===== src/rtl/count_sequencer_if.sv =====
// Control/status bundle for count_sequencer.
// The master side (upstream control logic) issues start/stop and the
// programmed phase lengths; the slave side (the sequencer) returns mode
// select, slow tick, handshake status and the two event counters.
interface count_sequencer_if #(
  parameter int CW = 3,
  parameter int LW = 4
);
  logic          start;
  logic          stop;
  logic          loop;
  logic [LW-1:0] len_f;
  logic [LW-1:0] len_s;
  logic [1:0]    x;
  logic          tick_s;
  logic          busy;
  logic          done;
  logic [CW-1:0] count_f;
  logic [CW-1:0] count_s;

  modport master (
    output start, stop, loop, len_f, len_s,
    input  x, tick_s, busy, done, count_f, count_s
  );

  modport slave (
    input  start, stop, loop, len_f, len_s,
    output x, tick_s, busy, done, count_f, count_s
  );
endinterface


===== src/rtl/count_sequencer.sv =====
// count_sequencer: single-clock controller for the fast/slow counter pair.
// A free-running prescaler turns clk_f into a one-cycle slow tick (tick_s)
// used as a clock enable, so the slow counter lives in the clk_f domain.
// A run is a FAST phase of len_f clk_f cycles followed by a SLOW phase of
// len_s slow ticks, optionally repeated until stop.
//
// Optional build macro COUNT_SAT_EN: when defined, count_f/count_s saturate
// at their all-ones value instead of wrapping. Phase timing is unaffected.
module count_sequencer #(
  parameter int DIV = 4,
  parameter int CW  = 3,
  parameter int LW  = 4
) (
  input  logic            clk_f,
  input  logic            rst,
  count_sequencer_if.slave bus
);

  localparam int DW = (DIV > 2) ? $clog2(DIV) : 1;
  localparam logic [DW-1:0] DIV_LAST = DW'(DIV - 1);

  typedef enum logic [1:0] {
    IDLE = 2'd0,
    FAST = 2'd1,
    SLOW = 2'd2,
    DONE = 2'd3
  } state_t;

  state_t        state_q;
  logic [DW-1:0] div_cnt;
  logic [LW-1:0] phase_cnt;
  logic [LW-1:0] len_f_q;
  logic [LW-1:0] len_s_q;
  logic          loop_q;
  logic [CW-1:0] count_f_q;
  logic [CW-1:0] count_s_q;
  logic          done_q;
  logic          tick;
  logic [1:0]    x_dec;
  logic          busy_dec;

  // Counter increment; wraps by default, holds at all-ones when saturating.
  function automatic logic [CW-1:0] bump(input logic [CW-1:0] v);
`ifdef COUNT_SAT_EN
    bump = (v == {CW{1'b1}}) ? v : v + CW'(1);
`else
    bump = v + CW'(1);
`endif
  endfunction

  // Prescaler: free-running 0..DIV-1 in every state, independent of the FSM.
  always_ff @(posedge clk_f or posedge rst) begin
    if (rst) begin
      div_cnt <= '0;
    end else if (div_cnt == DIV_LAST) begin
      div_cnt <= '0;
    end else begin
      div_cnt <= div_cnt + DW'(1);
    end
  end

  assign tick = (div_cnt == DIV_LAST);

  // Sequencer FSM: latches the program on start, runs FAST then SLOW, and
  // owns the event counters and the one-cycle done pulse.
  always_ff @(posedge clk_f or posedge rst) begin
    if (rst) begin
      state_q   <= IDLE;
      phase_cnt <= '0;
      len_f_q   <= '0;
      len_s_q   <= '0;
      loop_q    <= 1'b0;
      count_f_q <= '0;
      count_s_q <= '0;
      done_q    <= 1'b0;
    end else begin
      done_q <= 1'b0;
      case (state_q)
        IDLE: begin
          if (bus.start) begin
            len_f_q   <= bus.len_f;
            len_s_q   <= bus.len_s;
            loop_q    <= bus.loop;
            count_f_q <= '0;
            count_s_q <= '0;
            phase_cnt <= '0;
            if (bus.len_f != '0) begin
              state_q <= FAST;
            end else if (bus.len_s != '0) begin
              state_q <= SLOW;
            end else begin
              state_q <= DONE;
              done_q  <= 1'b1;
            end
          end
        end

        FAST: begin
          if (bus.stop) begin
            state_q <= IDLE;
          end else begin
            count_f_q <= bump(count_f_q);
            if (phase_cnt == len_f_q - LW'(1)) begin
              phase_cnt <= '0;
              if (len_s_q != '0) begin
                state_q <= SLOW;
              end else if (loop_q) begin
                state_q <= FAST;
              end else begin
                state_q <= DONE;
                done_q  <= 1'b1;
              end
            end else begin
              phase_cnt <= phase_cnt + LW'(1);
            end
          end
        end

        SLOW: begin
          if (bus.stop) begin
            state_q <= IDLE;
          end else if (tick) begin
            count_s_q <= bump(count_s_q);
            if (phase_cnt == len_s_q - LW'(1)) begin
              phase_cnt <= '0;
              if (loop_q && (len_f_q != '0)) begin
                state_q <= FAST;
              end else begin
                state_q <= DONE;
                done_q  <= 1'b1;
              end
            end else begin
              phase_cnt <= phase_cnt + LW'(1);
            end
          end
        end

        DONE: begin
          state_q <= IDLE;
        end

        default: begin
          state_q <= IDLE;
        end
      endcase
    end
  end

  // Mode select and busy are pure decodes of the state register.
  always_comb begin
    x_dec    = 2'd2;
    busy_dec = 1'b0;
    case (state_q)
      FAST: begin
        x_dec    = 2'd1;
        busy_dec = 1'b1;
      end
      SLOW: begin
        x_dec    = 2'd0;
        busy_dec = 1'b1;
      end
      default: begin
        x_dec    = 2'd2;
        busy_dec = 1'b0;
      end
    endcase
  end

  assign bus.x       = x_dec;
  assign bus.busy    = busy_dec;
  assign bus.tick_s  = tick;
  assign bus.done    = done_q;
  assign bus.count_f = count_f_q;
  assign bus.count_s = count_s_q;

endmodule


===== src/flat_wrapper.sv =====
// flat-port wrapper written by rule: the top's interface ports become plain ports
module count_sequencer_flat 
#(
  parameter int DIV = 4,
  parameter int CW  = 3,
  parameter int LW  = 4
)
  (clk_f, rst, bus_start, bus_stop, bus_loop, bus_len_f, bus_len_s, bus_x, bus_tick_s, bus_busy, bus_done, bus_count_f, bus_count_s);
  count_sequencer_if #(.CW(CW), .LW(LW)) bus_i ();
  input  logic clk_f;
  input  logic rst;
  input wire logic [$bits(bus_i.start)-1:0] bus_start;
  input wire logic [$bits(bus_i.stop)-1:0] bus_stop;
  input wire logic [$bits(bus_i.loop)-1:0] bus_loop;
  input wire logic [$bits(bus_i.len_f)-1:0] bus_len_f;
  input wire logic [$bits(bus_i.len_s)-1:0] bus_len_s;
  output wire logic [$bits(bus_i.x)-1:0] bus_x;
  output wire logic [$bits(bus_i.tick_s)-1:0] bus_tick_s;
  output wire logic [$bits(bus_i.busy)-1:0] bus_busy;
  output wire logic [$bits(bus_i.done)-1:0] bus_done;
  output wire logic [$bits(bus_i.count_f)-1:0] bus_count_f;
  output wire logic [$bits(bus_i.count_s)-1:0] bus_count_s;
  assign bus_i.start = bus_start;
  assign bus_i.stop = bus_stop;
  assign bus_i.loop = bus_loop;
  assign bus_i.len_f = bus_len_f;
  assign bus_i.len_s = bus_len_s;
  assign bus_x = bus_i.x;
  assign bus_tick_s = bus_i.tick_s;
  assign bus_busy = bus_i.busy;
  assign bus_done = bus_i.done;
  assign bus_count_f = bus_i.count_f;
  assign bus_count_s = bus_i.count_s;
  count_sequencer #(.DIV(DIV), .CW(CW), .LW(LW)) u_core (.clk_f(clk_f), .rst(rst), .bus(bus_i));
endmodule

===== config.mk =====
export PLATFORM = sky130hd
export DESIGN_NAME = count_sequencer_flat
export DESIGN_NICKNAME = d
export VERILOG_FILES = /design/src/rtl/count_sequencer_if.sv /design/src/rtl/count_sequencer.sv /design/src/flat_wrapper.sv
export SDC_FILE = /design/constraint.sdc
export NUM_CORES = 1
export LEC_CHECK = 0
export CAP_MARGIN = 10
export CORE_UTILIZATION = 30
export CTS_CLUSTER_DIAMETER = 150
export CTS_CLUSTER_SIZE = 12
export DETAILED_ROUTE_END_ITERATION = 8
export GPL_TIMING_DRIVEN = 0
export PLACE_DENSITY = 0.56
export SLEW_MARGIN = 5
export SYNTH_ARGS = -nofsm -noshare
export SYNTH_HDL_FRONTEND = slang
export SYNTH_SLANG_ARGS = --single-unit

===== constraint.sdc =====
create_clock -name clk_f -period 3.5 [get_ports clk_f]
set_input_delay 0.525 -clock clk_f [delete_from_list [all_inputs] [get_ports clk_f]]
set_output_delay 0.525 -clock clk_f [all_outputs]
set_load 0.02 [all_outputs]

Word-level counts from Yosys, hierarchy flattened
Cells that the tools add are included.
{"block": "totals", "register_bits": 24, "input_bits": 13, "output_inout_bits": 11, "word_cells": 83}
{"block": "classes", "add_sub_neg": 6, "eq_ne": 13, "mux": 40, "n_reduce_logical": 15}
{"op": "4-bit 2-to-1 mux", "count": 6}
{"op": "2-bit 2-to-1 mux", "count": 11}
{"op": "4-bit nonzero test", "count": 4}
{"op": "1-bit 2-to-1 mux", "count": 13}
{"op": "3-bit 2-to-1 mux", "count": 4}
{"op": "3-bit one-hot mux with 2 select lines", "count": 2}
{"op": "4-bit one-hot mux with 3 select lines", "count": 1}
{"op": "4-bit equality test", "count": 2}
{"op": "2-bit inequality test (second input constant)", "count": 4}
{"op": "2-bit one-hot mux with 4 select lines", "count": 1}
{"op": "4-bit AND reduction", "count": 2}
{"op": "4-bit by 1-bit subtractor with 4-bit output (second input constant)", "count": 2}
{"op": "3-bit by 1-bit adder with 3-bit output (second input constant)", "count": 2}
{"op": "2-bit equality test (second input constant)", "count": 3}
{"op": "3-bit by 2-bit inequality test with 1-bit output (second input constant)", "count": 2}
{"op": "5-bit AND reduction", "count": 1}
{"op": "4-bit by 1-bit adder with 4-bit output (second input constant)", "count": 1}
{"op": "2-bit one-hot mux with 2 select lines", "count": 1}
{"op": "2-bit nonzero test", "count": 2}
{"op": "3-bit inequality test (second input constant)", "count": 1}
{"op": "1-bit one-hot mux with 3 select lines", "count": 1}
{"op": "3-bit AND reduction", "count": 1}
{"op": "3-bit nonzero test", "count": 1}
{"op": "2-bit by 1-bit adder with 2-bit output (second input constant)", "count": 1}
{"op": "other kinds (5)", "count": 5}

Depth between registers and ports, before layout
{"block": "depth", "ltp_word": 7, "depth_mapped": 7, "depth_no_buf": 7}

Least setup slack after synthesis
Ideal clock, no wire load.
{"block": "synth_timing", "path_type": "register -> register", "startpoint": "register u_core.len_s_q[0]", "endpoint": "register u_core.state_q[0]", "t_arrival_ns": 2.040, "t_required_ns": 3.372, "setup_slack_ns": 1.332, "stages_incl_launch_ff": 8, "path_cell_list": "dfrtp_1 inv_1 ha_1 xnor2_1 xnor2_1 or4b_4 a221oi_2 mux2_1"}
{"block": "synth_between", "elab_chain_len": 5}
{"item": "start, declared", "line": "count_sequencer.sv:33", "rtl": "logic [LW-1:0] len_s_q;"}
{"item": "start signal, assigned", "line": "count_sequencer.sv:82", "rtl": "len_s_q <= bus.len_s;"}
{"item": "parallel branches: the longest is 5 deep, another holds 4-bit by 1-bit subtractor with 4-bit output"}
{"item": "end signal, assigned", "line": "count_sequencer.sv:100", "rtl": "state_q <= IDLE;"}
{"item": "end signal, assigned", "line": "count_sequencer.sv:106", "rtl": "state_q <= SLOW;"}
{"item": "end signal, assigned", "line": "count_sequencer.sv:108", "rtl": "state_q <= FAST;"}
{"item": "end, declared", "line": "count_sequencer.sv:29", "rtl": "state_t state_q;"}
Several ways; the timed one is not identified. The select of a mux whose other input is x is not followed.
A chain may end at the register's enable or synchronous reset.

Worst setup path after layout
Same ends and word-level chain as after synthesis.

==> results.toml <==
[status]
outcome = "finished clean"

[route]
avgViaCountPerCell = 4.79
vias = 1140
wl_um = 3050
ant_nets = 0
drc_errors = 0
wl_per_cell_um = 12.8
drtIter0Drc = 36
first_pass_iters = 4

[global_routing]
grt_pass1_wl_um = 4950
grt_usage = 0.123
antenna_found_initial = 0
grt_max_degree = 25
grt_pass1_vias = 1064
gr-total-overflow = 0

[setup_path]
reg2regPathDepth = 7
worstSetupStartpoint = "u_core.len_s_q[0]"
start_kind = "flip-flop"
critPathRequiredTime_ns = 3.65
critPathKind = "reg2reg"
r2r_slack_ns = 1.11
rr_startpoint = "u_core.len_s_q[0]"
cp_slowest_cell = "or4b_4"
critPathCaptureType = "flip-flop"
cp_cell_sequence = "inv_1, ha_1, xnor2_1, xnor2_1, or4b_4, a221oi_2, mux2_1"
critPathMaxStageDelay_ns = 0.53
arrival_ns = 2.54
reg2reg_to = "u_core.state_q[0]"
cp_max_fo = 4
crit_top_cell = "xnor2_1"

[placement]
dpl-instance-area_sq_mm = 0.00178
gp_congestion = 0.857
dp_hpwl_um = 2420
numPortBuffers = 22

[clock_network]
htree_levels = 1
clock_path_buffers = 2
postCtsSetupRepairBufs = 0
cts-buffers-inserted = 3
clkSinkCount = 24
cts_resized = 0
postCtsHoldBufs = 0
cts_root_buffer = "clkbuf_8"
clkTransAtPathRegs_ns = 0.09
clock_latency_ns = 0.27
cts_tree = "done"

[timing]
clock.fmax_ghz = 0.419
maxSlewViolCount = 0
rsz0062_at_grt = "no"
finalHoldViolations = 0
timing.hold.ws_ns = 0.430
skew_ns = 0.00524
min_period_ns = 2.39
slew_headroom = 0.385
fin_setup_tns_ns = 0
period_share = 0.682
setup_viol = 0
tightest_slew_ns = 0.922

[pwr]
leakage_nw = 0.785
ir_drop_mv = 0.338
power_w = 0.00151
pwr_density_cell_mw_per_mm2 = 820

[yosys]
netlist_top_cells_count = "24 x dfrtp_1, 15 x nand2_1, 11 x ha_1"
yosys_warnings = 0
yosys.area.top_type_share = 0.406
ys.flop_type = "dfrtp_1"
yosysMostFrequentCell = "dfrtp_1"
yosysTopAreaCell = "dfrtp_1"
synth-edff-count = 0
synthArstFlopShare = 1.00
netlist_instances = 145
synthTopCellsByArea = "dfrtp_1 41%, ha_1 9.3%, mux2_2 6.9%"
avgSynthCellArea_sq_um = 10.2
synth.ff_latch_count = 24
synthesis.nets = 169
yosysSeqAreaShare = 0.406
synth.distinct_cells = 38
synth_area_sq_mm = 0.00148

[worst_hold_path]
worstHoldStart = "u_core.div_cnt[0]"
hold_end = "u_core.div_cnt[0]"
hold_path_class = "reg2reg"
holdPathStages = 1

[floorplanning]
num_io_pins = 24
die_w_um = 72.2
rows = 25
initial_core_util = 0.313
core_area_sq_mm = 0.00472
dieArea_sq_mm = 0.00521
die_h_um = 72.2

[cells_and_area]
design_area_sq_mm = 0.00184
final_nets = 196
syn_to_final_growth_pct = 24.3
antenna_cells = 0
drive_gt1_frac = 0.0994
fillers = 466

[flow_run]
drv_cap = 0
-- final cells by class --
cell class / instances / area (sq um) / share of cell area
plain buffers: 2 / 7.51 / 0.00408
clock buffers: 4 / 55.1 / 0.0300
inverters: 10 / 37.5 / 0.0204
multi-input cells: 109 / 833 / 0.453
flip-flops and latches: 24 / 601 / 0.327
well taps: 67 / 83.8 / 0.0456
repair buffers: 22 / 220 / 0.120
-- how the worst max path moves through the flow --
| stage | to | depth (start not counted) |
|---|---|---|
| 2_1_floorplan | u_core.state_q[0] | 7 |
| 3_3_place_gp | u_core.state_q[1] | 7 |
| 3_5_place_dp | u_core.state_q[0] | 7 |
| 4_1_cts | u_core.state_q[0] | 7 |
| 5_1_grt | u_core.state_q[0] | 7 |
| 6_report | u_core.state_q[0] | 7 |
-- cell families after synthesis --
kind of cell	synth area share
multiplexers	0.0838
AND/OR/NAND/NOR	0.163
XOR/XNOR	0.0812
adder cells (fa/ha/maj)	0.0931
buffers and inverters	0.0305
flip-flops	0.406
AO/OA/AOI/OAI	0.142
-- layout by cell type (no fill, tap or decap), types with 2 or more instances in the layout --
cell type,Yosys,final
nand2_1,15,15
nor2b_1,3,3
dfrtp_1,24,24
a21oi_1,4,4
nor2_1,4,4
nor3_1,5,5
a21o_1,2,2
o21ai_1,4,4
a31oi_1,3,3
inv_1,10,10
ha_1,11,11
nand3_1,2,2
o21ai_0,5,5
xor2_1,4,4
nor3b_1,3,3
a22o_1,3,3
clkbuf_1,2,2
clkdlybuf4s50_1,0,22
xnor2_1,7,7
clkbuf_8,0,4
nand2b_1,5,5
mux2_2,9,9
nor4_1,2,2
mux2_1,2,2
-- report_power, final --
group / switching, W / total [W] / internal, W
Clock: 0.0000895 / 0.000190 / 0.000100
Combinational: 0.000424 / 0.000828 / 0.000404
Sequential: 0.000115 / 0.000489 / 0.000374
Total: 0.000628 / 0.00151 / 0.000878
-- routing by layer --
metal / vias to the layer above / routed length (um) / track usage
met1: 549 / 1390 / 0.158
met4: 0 / 17 / 0.0305
met2: 22 / 1550 / 0.214
met5: - / 0 / 0
met3: 2 / 93 / 0.0222
li1: 567 / - / -
-- flip-flops by register name (all words and copies together) (netlist names) --
| register | cells |
|---|---|
| u_core.bus.count_f | 3 |
| u_core.bus.count_s | 3 |
| u_core.div_cnt | 2 |
| u_core.len_s_q | 4 |
| u_core.bus.done | 1 |
| u_core.phase_cnt | 4 |
| u_core.state_q | 2 |
| u_core.len_f_q | 4 |
| u_core.loop_q | 1 |
-- critical path, delay by kind of cell, from the launching register on --
kind                     cells  cell delay [ns]
XOR/XNOR                     2             0.32
AND/OR/NAND/NOR              1             0.53
AO/OA/AOI/OAI                1             0.35
multiplexers                 1             0.36
flip-flops                   1             0.43
adder cells (fa/ha/maj)      1             0.21
buffers and inverters        1             0.06
-- per-stage QoR --
| stage | utilization | setup slack (ns) | instances |
|---|---|---|---|
| floorplan | - | 1.33 | 145 |
| global placement | 0.377 | 1.21 | 234 |
| detailed placement | 0.377 | 1.14 | 234 |
| CTS | 0.389 | 1.12 | 238 |
| global route | 0.389 | 1.02 | 238 |
| finish | 0.389 | 1.11 | 238 |
Note: power is estimated with default switching activity, not from simulation.
